**src/rtl/bin2bcd_pkg.sv**
```systemverilog
// Shared definitions for the iterative double-dabble binary-to-BCD converter.
//   state_e      : controller states IDLE / OP / DONE (2-bit encoding)
//   BCD_DIGIT_W  : width of one packed BCD digit
//   dabble_adj   : add-3 correction applied to a digit before each shift
package bin2bcd_pkg;

  localparam int BCD_DIGIT_W = 4;

  typedef enum logic [1:0] {
    IDLE = 2'd0,
    OP   = 2'd1,
    DONE = 2'd2
  } state_e;

  // Digits 5..9 become 8..12 so the following left shift carries correctly
  // into the next decimal place. Inputs above 9 never occur in operation.
  function automatic logic [BCD_DIGIT_W-1:0] dabble_adj(input logic [BCD_DIGIT_W-1:0] d);
    return (d >= 4'd5) ? d + 4'd3 : d;
  endfunction

endpackage

```
**src/rtl/bcd_digit_cell.sv**
```systemverilog
// One decimal place of the double-dabble shift chain.
// Ports:
//   digit_i : current 4-bit digit register value
//   carry_i : bit shifted in from the next lower place (or the binary MSB)
//   digit_o : digit value after add-3 correction and one left shift
//   carry_o : corrected bit 3, shifted out toward the next higher place
module bcd_digit_cell
  import bin2bcd_pkg::*;
(
  input  logic [BCD_DIGIT_W-1:0] digit_i,
  input  logic                   carry_i,
  output logic [BCD_DIGIT_W-1:0] digit_o,
  output logic                   carry_o
);

  logic [BCD_DIGIT_W-1:0] adj;

  assign adj     = dabble_adj(digit_i);
  assign digit_o = {adj[BCD_DIGIT_W-2:0], carry_i};
  assign carry_o = adj[BCD_DIGIT_W-1];

endmodule

```
**src/rtl/bin2bcd_param.sv**
```systemverilog
// Parametrised iterative binary-to-BCD converter (double dabble, one shift
// per clock) with start/ready/done_tick handshake.
// Parameters:
//   BIN_W  : binary operand width, 1..32
//   DIGITS : number of BCD output digits, 1..10
//   CNT_W  : shift-counter width, derived; leave at its default
// Ports:
//   clk       : system clock, rising edge
//   reset     : asynchronous active-high reset
//   start     : conversion request, honoured only while ready=1
//   bin       : unsigned operand, captured on the accepted start
//   ready     : high while idle
//   done_tick : one-cycle pulse when bcd/overflow/blank are valid
//   bcd       : packed digits, digit i = bcd[4i+3:4i]
//   overflow  : operand exceeded 10^DIGITS-1 (bcd then holds operand mod 10^DIGITS)
//   blank     : leading-zero mask
// Build option:
//   BIN2BCD_BLANK_EN : when defined, blank[i] (i>=1) flags digit i and all
//                      higher digits as zero; otherwise blank is tied to 0.
module bin2bcd_param
  import bin2bcd_pkg::*;
#(
  parameter int BIN_W  = 14,
  parameter int DIGITS = 4,
  parameter int CNT_W  = $clog2(BIN_W + 1)
) (
  input  logic                          clk,
  input  logic                          reset,
  input  logic                          start,
  input  logic [BIN_W-1:0]              bin,
  output logic                          ready,
  output logic                          done_tick,
  output logic [BCD_DIGIT_W*DIGITS-1:0] bcd,
  output logic                          overflow,
  output logic [DIGITS-1:0]             blank
);

  generate
    if (BIN_W < 1 || BIN_W > 32 || DIGITS < 1 || DIGITS > 10 ||
        CNT_W != $clog2(BIN_W + 1)) begin : g_bad_param
      $error("bin2bcd_param: illegal parameters BIN_W=%0d DIGITS=%0d CNT_W=%0d",
             BIN_W, DIGITS, CNT_W);
    end
  endgenerate

  state_e                          state_q;
  logic [BIN_W-1:0]                sreg_q;
  logic [BCD_DIGIT_W*DIGITS-1:0]   dig_q;
  logic [BCD_DIGIT_W*DIGITS-1:0]   dig_d;
  logic [CNT_W-1:0]                cnt_q;
  logic                            ovf_acc_q;
  logic [BCD_DIGIT_W*DIGITS-1:0]   bcd_q;
  logic                            ovf_q;
  logic [DIGITS:0]                 carry;
  logic                            last_shift;
  logic                            ovf_d;

  // The binary MSB feeds digit 0; whatever leaves the top digit is lost
  // precision and therefore marks overflow.
  assign carry[0] = sreg_q[BIN_W-1];

  generate
    for (genvar i = 0; i < DIGITS; i++) begin : g_cell
      bcd_digit_cell u_cell (
        .digit_i (dig_q[BCD_DIGIT_W*i +: BCD_DIGIT_W]),
        .carry_i (carry[i]),
        .digit_o (dig_d[BCD_DIGIT_W*i +: BCD_DIGIT_W]),
        .carry_o (carry[i+1])
      );
    end
  endgenerate

  assign last_shift = (cnt_q == CNT_W'(1));
  assign ovf_d      = ovf_acc_q | carry[DIGITS];

  // Working digits are kept apart from bcd_q so the output reads 0 during OP
  // and holds the finished result from DONE until the next accepted start.
  always_ff @(posedge clk or posedge reset) begin
    if (reset) begin
      state_q   <= IDLE;
      sreg_q    <= '0;
      dig_q     <= '0;
      cnt_q     <= '0;
      ovf_acc_q <= 1'b0;
      bcd_q     <= '0;
      ovf_q     <= 1'b0;
    end else begin
      case (state_q)
        IDLE: begin
          if (start) begin
            sreg_q    <= bin;
            dig_q     <= '0;
            cnt_q     <= CNT_W'(BIN_W);
            ovf_acc_q <= 1'b0;
            bcd_q     <= '0;
            ovf_q     <= 1'b0;
            state_q   <= OP;
          end
        end
        OP: begin
          sreg_q    <= sreg_q << 1;
          dig_q     <= dig_d;
          ovf_acc_q <= ovf_d;
          cnt_q     <= cnt_q - CNT_W'(1);
          if (last_shift) begin
            bcd_q   <= dig_d;
            ovf_q   <= ovf_d;
            state_q <= DONE;
          end
        end
        DONE: begin
          state_q <= IDLE;
        end
        default: begin
          state_q <= IDLE;
        end
      endcase
    end
  end

  assign ready     = (state_q == IDLE);
  assign done_tick = (state_q == DONE);
  assign bcd       = bcd_q;
  assign overflow  = ovf_q;

`ifdef BIN2BCD_BLANK_EN
  logic [DIGITS-1:0] blank_q;
  logic [DIGITS-1:0] blank_d;
  logic              zero_above;

  // Scan from the most significant digit down; a digit is blanked only while
  // it and everything above it is zero. Digit 0 always stays visible.
  always_comb begin
    blank_d    = '0;
    zero_above = 1'b1;
    for (int i = DIGITS - 1; i >= 1; i--) begin
      zero_above = zero_above && (dig_d[BCD_DIGIT_W*i +: BCD_DIGIT_W] == 4'd0);
      blank_d[i] = zero_above;
    end
  end

  always_ff @(posedge clk or posedge reset) begin
    if (reset) begin
      blank_q <= '0;
    end else if (state_q == IDLE && start) begin
      blank_q <= '0;
    end else if (state_q == OP && last_shift) begin
      blank_q <= blank_d;
    end
  end

  assign blank = blank_q;
`else
  assign blank = '0;
`endif

endmodule

```
**config.mk**
```make
export PLATFORM = sky130hd
export DESIGN_NAME = bin2bcd_param
export DESIGN_NICKNAME = d
export VERILOG_FILES = /design/src/rtl/bin2bcd_pkg.sv /design/src/rtl/bcd_digit_cell.sv /design/src/rtl/bin2bcd_param.sv
export SDC_FILE = /design/constraint.sdc
export NUM_CORES = 1
export LEC_CHECK = 0
export CAP_MARGIN = 30
export CORE_MARGIN = 2
export CORE_UTILIZATION = 40
export CTS_BUF_LIST = sky130_fd_sc_hd__clkbuf_4 sky130_fd_sc_hd__clkbuf_8 sky130_fd_sc_hd__clkbuf_16
export DETAILED_ROUTE_END_ITERATION = 8
export PLACE_DENSITY = 0.66
export SLEW_MARGIN = 20
export SYNTH_ARGS = -nofsm -noshare
export SYNTH_HDL_FRONTEND = slang
export SYNTH_SLANG_ARGS = --single-unit
```
**constraint.sdc**
```tcl
create_clock -name clk -period 1.8 [get_ports clk]
set_input_delay 0.45 -clock clk [delete_from_list [all_inputs] [get_ports clk]]
set_output_delay 0.45 -clock clk [all_outputs]
set_load 0.01 [all_outputs]
```
==> flow_summary.json, run 1 <==
{
  "status": "complete, no violations",
  "slowest_delay_ns": 0.55,
  "path_delay_family": "buffers and inverters",
  "syn_area_per_cell_um2": 10.1,
  "tns_ns": 0,
  "nets": 335,
  "drc": 0,
  "drv_slew": 0,
  "fmax_ghz": 0.588,
  "cts.sinks": 54,
  "worst_setup_path_start_kind": "flip-flop",
  "critPathRequiredTime_ns": 1.35,
  "p_seq_frac": 0.400,
  "grt_usage": 0.147,
  "areaGrowthSynthToFinish_pct": 17.8,
  "routed-via-count": 1996,
  "pwr-share-clk": 0.133,
  "power_frac_comb": 0.468,
  "drv_cap": 0,
  "synth_seq_area_share": 0.489,
  "n_antenna_cell": 0,
  "yosysWarnings": 0,
  "clkLatencyLatePin_ns": 0.31,
  "met1_usage": 0.178,
  "netlist_area_um2": 2760,
  "path_clk_slew_ns": 0.10,
  "coreArea_um2": 6760,
  "synth-seq-cells": 54,
  "place.gp.congestion": 0.769,
  "vdd_drop_max_mv": 0.564,
  "layout_common_cells": "dfrtp_1, clkdlybuf4s50_1, o21ai_1",
  "synth_ff_type": "dfrtp_1",
  "post-route-min-period_ns": 1.70,
  "p_sw_frac": 0.392,
  "vias_per_cell": 5.13,
  "crit_path_top_delay_cell": "clkdlybuf4s50_1",
  "cts_max_level": 2,
  "critPathMaxFanout": 2,
  "dp_hpwl_um": 3370,
  "p_per_area_nw_per_um2": 1620,
  "layout-drive-gt1-share": 0.113,
  "cts_hold_buf": 0,
  "path_depth": 1,
  "fin_crit_sh": 0.944,
  "hp-class": "flip-flop to flip-flop",
  "cp-end-kind": "output pin",
  "reg2reg_depth": 6,
  "arrival_ns": 1.25,
  "netlist_instances": 273,
  "use_met3": 0.0313,
  "cts_made_buffers": 5,
  "die-area_um2": 7590,
  "clock_path_buffers": 2,
  "cts_tree": "built",
  "hold_violations": 0,
  "grt-busiest-layer": "met2",
  "die_h_um": 87.1,
  "path_class": "flip-flop to output pin",
  "internal_power_w": 0.00320,
  "worstHoldEndpoint": "sreg_q[1]",
  "grt_pass1_wl_um": 8770,
  "grt_max_degree": 55,
  "fin_util": 0.482,
  "switchingPower_w": 0.00207,
  "synth-edff-count": 0,
  "antenna_found_initial": 0,
  "ant_nets": 0,
  "timing.rr.end": "dig_q[10]",
  "crit_path_cell_trace": "clkdlybuf4s50_1",
  "grt-ovfl-total": 0,
  "post_drt_wl_per_cell_um": 12.6,
  "fin_total_pwr_w": 0.00527,
  "crit_buf_inv": 1,
  "reg2reg_from": "dig_q[8]",
  "whs_path_depth": 2,
  "async_reset_ff_frac": 1.00,
  "holdWs_ns": 0.483,
  "rsz0062_at_grt": "no",
  "use_met2": 0.261,
  "portBuffers": 35,
  "final_common_cell": "dfrtp_1",
  "io_pins": 40,
  "fin_ws_ns": 0.100,
  "drt_wl_total_um": 4910,
  "drt_first_pass_iters": 4,
  "drt_iter0_drc": 74,
  "initial_core_util": 0.409,
  "grt_pass1_vias": 1991,
  "cellLeakagePower_nw": 1.48,
  "finalSetupViolCount": 0,
  "clock-root-buffer": "clkbuf_8",
  "finalClockSkew_ns": 0.0153,
  "synth_cell_types": 36,
  "pre_cts_slack_ns": 0.0957,
  "r2r_slack_ns": 0.13,
  "die_x_um": 87.1,
  "hp-start": "sreg_q[0]",
  "rows": 30
}
-- area by class of cell --
type | count | area [um2]
Tap cell | 80 | 100
Fill cell | 668 | 3500
Clock inverter | 1 | 5.00
Clock buffer | 7 | 90.1
Timing Repair Buffer | 44 | 453
Multi-Input combinational cell | 189 | 1200
Inverter | 14 | 52.6
Sequential cell | 54 | 1350
-- flip-flops by register name, summed over array words and instances (netlist names) --
register and cells:
bcd 16, dig_q 16, sreg_q 14, cnt_q 4
state_q 2, overflow 1, ovf_acc_q 1
-- stage by stage --
stage | cells | cell area, um2
2_1_floorplan | 276 | 2770
3_3_place_gp | 379 | 3140
3_5_place_dp | 379 | 3140
4_1_cts | 389 | 3250
5_1_grt | 389 | 3260
6_report | 389 | 3260
-- cells by family after synthesis --
family                     count (synthesis)  synth area share
adders and majority gates                 10            0.0453
DFF                                       54             0.489
other                                      1           0.00136
muxes                                     17            0.0634
and+or+nand+nor                           80             0.160
xor gates and xnor gates                   5            0.0159
buffers and inverters                     33            0.0820
AOI/OAI and AO/OA                         73             0.143
-- worst max path at each step --
| stage | from | to | slack [ns] |
|---|---|---|---|
| detailed placement | dig_q[8] | dig_q[10] | 0.1 |
| global route | dig_q[8] | dig_q[10] | 0.007 |
| global placement | start | sreg_q[3] | 0.17 |
| CTS | dig_q[8] | dig_q[10] | 0.07 |
| floorplan | reset | bcd[0] | 0.04 |
| finish | bcd[1] | bcd[1] | 0.10 |
-- cells in the mapped netlist, types with 2 or more instances --
master    instances  share of area
inv_1            14          0.019
nand3_1          28          0.051
a21oi_2           2         0.0063
nor2_1            4         0.0054
a21oi_1           9          0.016
dfrtp_1          54           0.49
a21boi_0          3         0.0082
nand2_1          24          0.033
mux2i_1          13          0.047
nor3_1            4         0.0072
buf_6             9          0.037
o21ai_0          27          0.049
nand2b_1          5          0.011
ha_1             10          0.045
nor3b_1           5          0.014
buf_4             5          0.014
buf_2             3         0.0054
mux2_2            4          0.016
o21ai_1          29          0.053
xnor2_1           5          0.016
-- metal layers --
metal	up-vias	part of all wire
met5	-	0
met1	952	0.47
met4	0	0.0092
li1	1001	-
met2	38	0.49
met3	5	0.030
-- power groups by stage --
stage	Clock [W]	Combinational, W	Sequential (W)
2_1_floorplan	0	0.00178	0.00211
3_3_place_gp	0	0.00240	0.00211
6_report	0.000700	0.00246	0.00211
3_5_place_dp	0	0.00250	0.00213
4_1_cts	0.000734	0.00250	0.00211
5_1_grt	0.000770	0.00282	0.00218
-- repair_timing --
| item | 4_1_cts | 5_1_grt |
|---|---|---|
| gates cloned | 0 | 0 |
| resized for setup | 3 | 2 |
| setup buffers | 2 | 0 |
| pin swaps | 0 | 0 |
| endpoints found under the setup margin | 2 | 3 |
Note: power is estimated with default switching activity, not from simulation.
==> inputs of run 2 (changes only) <==
MAX_ROUTING_LAYER = met4   (was default)
==> flow_summary.json, run 2 (synthesized netlist as in run 1, its figures left out) <==
{
  "coreArea_um2": 6760,
  "ant_nets": 0,
  "die_h_um": 87.1,
  "crit_path_top_delay_cell": "clkdlybuf4s50_1",
  "pre_cts_slack_ns": 0.0957,
  "routed-via-count": 1989,
  "die-area_um2": 7590,
  "grt_max_degree": 55,
  "path_clk_slew_ns": 0.10,
  "status": "complete, no violations",
  "p_per_area_nw_per_um2": 1620,
  "grt_usage": 0.150,
  "drv_cap": 0,
  "multi_input_area_um2": 1200,
  "fin_ws_ns": 0.100,
  "critPathLaunch": "bcd[1]",
  "n_antenna_cell": 0,
  "cts_max_level": 2,
  "clock_path_buffers": 2,
  "reg2reg_depth": 6,
  "path_delay_family": "buffers and inverters",
  "finalClockSkew_ns": 0.0154,
  "grt-ovfl-total": 0,
  "rsz0062_at_grt": "no",
  "vdd_drop_max_mv": 0.563,
  "drt_iter0_drc": 71,
  "arrival_ns": 1.25,
  "reg2reg_from": "dig_q[8]",
  "drt_wl_total_um": 4910,
  "areaGrowthSynthToFinish_pct": 17.8,
  "nets": 335,
  "fmax_ghz": 0.588,
  "regArea_um2": 1350,
  "r2r_slack_ns": 0.13,
  "whs_path_depth": 2,
  "dp.cells": 379,
  "holdWs_ns": 0.483,
  "slowest_delay_ns": 0.55,
  "hold_violations": 0,
  "initial_core_util": 0.409,
  "drt_first_pass_iters": 4,
  "die_x_um": 87.1,
  "vias_per_cell": 5.11,
  "clock-root-buffer": "clkbuf_8",
  "hp-start": "sreg_q[0]",
  "layout_common_cells": "dfrtp_1, clkdlybuf4s50_1, o21ai_1",
  "crit_buf_inv": 1,
  "grt_pass1_wl_um": 8760,
  "cts.sinks": 54,
  "timing.rr.end": "dig_q[10]",
  "antenna_found_initial": 0,
  "cellLeakagePower_nw": 1.48,
  "worst_setup_path_start_kind": "flip-flop",
  "grt_pass1_vias": 1990,
  "place.gp.congestion": 0.780,
  "fin_crit_sh": 0.944,
  "drv_slew": 0,
  "dpl_cell_area_um2": 3140,
  "cts_made_buffers": 5,
  "critPathMaxFanout": 2,
  "layout-drive-gt1-share": 0.113,
  "clkLatencyLatePin_ns": 0.31,
  "rows": 30,
  "crit_path_cell_trace": "clkdlybuf4s50_1",
  "hp-class": "flip-flop to flip-flop",
  "final_common_cell": "dfrtp_1",
  "cp-end-kind": "output pin",
  "finalSetupViolCount": 0,
  "drc": 0,
  "fillers": 668,
  "portBuffers": 35,
  "critPathRequiredTime_ns": 1.35,
  "instances_no_fill": 389,
  "final_area_um2": 3260,
  "worstHoldEndpoint": "sreg_q[1]",
  "path_class": "flip-flop to output pin",
  "dp_hpwl_um": 3370,
  "tns_ns": 0,
  "io_pins": 40,
  "cts_tree": "built",
  "post-route-min-period_ns": 1.70,
  "post_drt_wl_per_cell_um": 12.6
}
-- run 2: cell type report --
cell class / count / share of cell area
Sequential cell: 54 / 0.415
Multi-Input combinational cell: 189 / 0.369
Timing Repair Buffer: 44 / 0.139
Tap cell: 80 / 0.0307
Clock buffer: 7 / 0.0277
Inverter: 14 / 0.0161
Clock inverter: 1 / 0.00154
-- run 2: repair_timing --
item                                    in CTS  in global routing
setup buffers                                2                  0
endpoints found under the setup margin       2                  3
resized for setup                            3                  2
hold buffers                                 0                  0
-- run 2: routing by layer --
layer  part of all wire  GRT usage  up-vias
met5                  0          -        -
met2               0.49      0.261       36
met1               0.47      0.178      946
met4              0.011     0.0420        0
met3              0.029     0.0284        5
li1                   -          -     1002
-- run 2: worst max path at each step --
| stage | slack (ns) | to | cells after the start |
|---|---|---|---|
| CTS | 0.07 | dig_q[10] | 6 |
| floorplan | 0.04 | bcd[0] | 1 |
| global placement | 0.17 | sreg_q[3] | 5 |
| finish | 0.10 | bcd[1] | 1 |
| global route | 0.007 | dig_q[10] | 6 |
| detailed placement | 0.1 | dig_q[10] | 6 |
-- run 2: where the power goes --
part | leakage (nW) | internal [W] | switching, W
sequential | 0.702 | 0.00170 | 0.000402
clock | 0.0517 | 0.000326 | 0.000373
combinational | 0.730 | 0.00117 | 0.00129
total | 1.48 | 0.00320 | 0.00207
-- run 2: per-stage QoR --
stage	power, W	utilization
after global placement	0.00451	0.465
final	0.00527	0.482
after floorplan	0.00389	-
after global routing	0.00576	0.482
after CTS	0.00534	0.481
after detailed placement	0.00463	0.465
==> inputs of run 3 (changes only) <==
ABC_CLOCK_PERIOD_IN_PS = 1800   (was default)
REMOVE_ABC_BUFFERS = 1   (was default)
==> flow_summary.json, run 3 (synthesized netlist as in run 1, its figures left out) <==
{
  "dp_hpwl_um": 3500,
  "vdd_drop_max_mv": 0.594,
  "finalSetupViolCount": 0,
  "portBuffers": 35,
  "drt_wl_total_um": 4970,
  "die_x_um": 87.1,
  "coreArea_um2": 6760,
  "grt_pass1_wl_um": 8840,
  "clock-root-buffer": "clkbuf_8",
  "fin_crit_sh": 0.947,
  "die_h_um": 87.1,
  "cts_hold_buf": 0,
  "initial_core_util": 0.409,
  "post_drt_wl_per_cell_um": 12.7,
  "drt_first_pass_iters": 4,
  "grt_pass1_vias": 1956,
  "clock_path_buffers": 2,
  "critPathMaxFanout": 3,
  "path_class": "flip-flop to output pin",
  "n_antenna_cell": 0,
  "grt_usage": 0.150,
  "crit_buf_inv": 1,
  "io_pins": 40,
  "cts_tree": "built",
  "vias_per_cell": 5.08,
  "layout-drive-gt1-share": 0.116,
  "internal_power_w": 0.00331,
  "tns_ns": 0,
  "post-route-min-period_ns": 1.71,
  "fin_total_pwr_w": 0.00536,
  "p_per_area_nw_per_um2": 1640,
  "power_frac_comb": 0.452,
  "finalClockSkew_ns": 0.00520,
  "pwr-share-clk": 0.154,
  "drc": 0,
  "cts_max_level": 2,
  "crit_path_top_delay_cell": "clkdlybuf4s50_1",
  "clkLatencyLatePin_ns": 0.30,
  "grt_max_degree": 55,
  "cellLeakagePower_nw": 1.49,
  "areaGrowthSynthToFinish_pct": 18.3,
  "cts_made_buffers": 5,
  "ant_nets": 0,
  "place.gp.congestion": 0.802,
  "routed-via-count": 1983,
  "nets": 336,
  "rows": 30,
  "p_seq_frac": 0.394,
  "drv_cap": 0,
  "rsz0062_at_grt": "no",
  "grt-ovfl-total": 0,
  "slowest_delay_ns": 0.55,
  "path_delay_family": "buffers and inverters",
  "p_sw_frac": 0.383,
  "cp-end-kind": "output pin",
  "layout_common_cells": "dfrtp_1, clkdlybuf4s50_1, o21ai_1",
  "critPathRequiredTime_ns": 1.35,
  "crit_path_cell_trace": "clkdlybuf4s50_1",
  "antenna_found_initial": 0,
  "status": "complete, no violations",
  "die-area_um2": 7590,
  "final_common_cell": "dfrtp_1",
  "drv_slew": 0,
  "worst_setup_path_start_kind": "flip-flop",
  "path_clk_slew_ns": 0.09,
  "arrival_ns": 1.26,
  "hold_violations": 0,
  "hp-class": "flip-flop to flip-flop",
  "switchingPower_w": 0.00205,
  "cts.sinks": 54,
  "drt_iter0_drc": 82,
  "fmax_ghz": 0.586
}
-- run 3: final timing paths --
path | endpoint | slack (ns) | depth (start not counted) | startpoint
worst max-delay path | bcd[0] | 0.09 | 1 | bcd[0]
min in group asynchronous | bcd[11] | 0.51 | 3 | reset
worst min register to register | ovf_acc_q | 0.49 | 2 | ovf_acc_q
max in group asynchronous | state_q[0] | 1.04 | 3 | reset
worst min-delay path | ovf_acc_q | 0.49 | 2 | ovf_acc_q
worst max register to register | dig_q[10] | 0.13 | 6 | dig_q[8]
-- run 3: final cells by class --
type	instances	area (um2)
clock buffers	7	83.8
clock inverters	1	30.0
fillers	660	3490
inverters	14	52.6
multi-input cells	189	1200
flip-flops and latches	54	1350
well taps	80	100
repair buffers	45	448
-- run 3: layer usage --
| metal | up-vias | share of wire | global-route usage |
|---|---|---|---|
| met2 | 33 | 0.48 | 0.248 |
| met5 | - | 0 | - |
| met4 | 0 | 0.011 | 0.0378 |
| li1 | 1002 | - | - |
| met3 | 6 | 0.035 | 0.0322 |
| met1 | 942 | 0.48 | 0.189 |
-- run 3: timing repair --
item	in CTS	in global routing
pin swaps	0	0
cloned	0	0
endpoints found under the setup margin	2	2
setup buffers	1	0
resized for setup	3	2
-- run 3: tightest hold or removal path, delay by kind of cell (launching register included) --
| family | cells | cell delay (ns) |
|---|---|---|
| AO/OA/AOI/OAI | 1 | 0.06 |
| flip-flops | 1 | 0.35 |
| AND/OR/NAND/NOR | 1 | 0.05 |
-- run 3: through the flow --
| step | worst slack (ns) | area (um2) | instances | util | hold slack, ns |
|---|---|---|---|---|---|
| CTS | 0.0733 | 3260 | 390 | 0.483 | 0.501 |
| global placement | 0.153 | 3140 | 381 | 0.465 | 0.469 |
| finish | 0.0949 | 3270 | 390 | 0.484 | 0.494 |
| detailed placement | 0.107 | 3140 | 381 | 0.465 | 0.474 |
| global route | 0.0218 | 3270 | 390 | 0.484 | 0.518 |
| floorplan | 0.0354 | 2600 | 257 | - | 0.449 |
-- run 3: power by group through the flow --
stage	logic (W)	registers, W	clock network [W]
after floorplan	0.00158	0.00211	0
after global placement	0.00238	0.00212	0
after detailed placement	0.00247	0.00213	0
after CTS	0.00246	0.00212	0.000854
after global routing	0.00275	0.00220	0.000908
final	0.00242	0.00211	0.000825
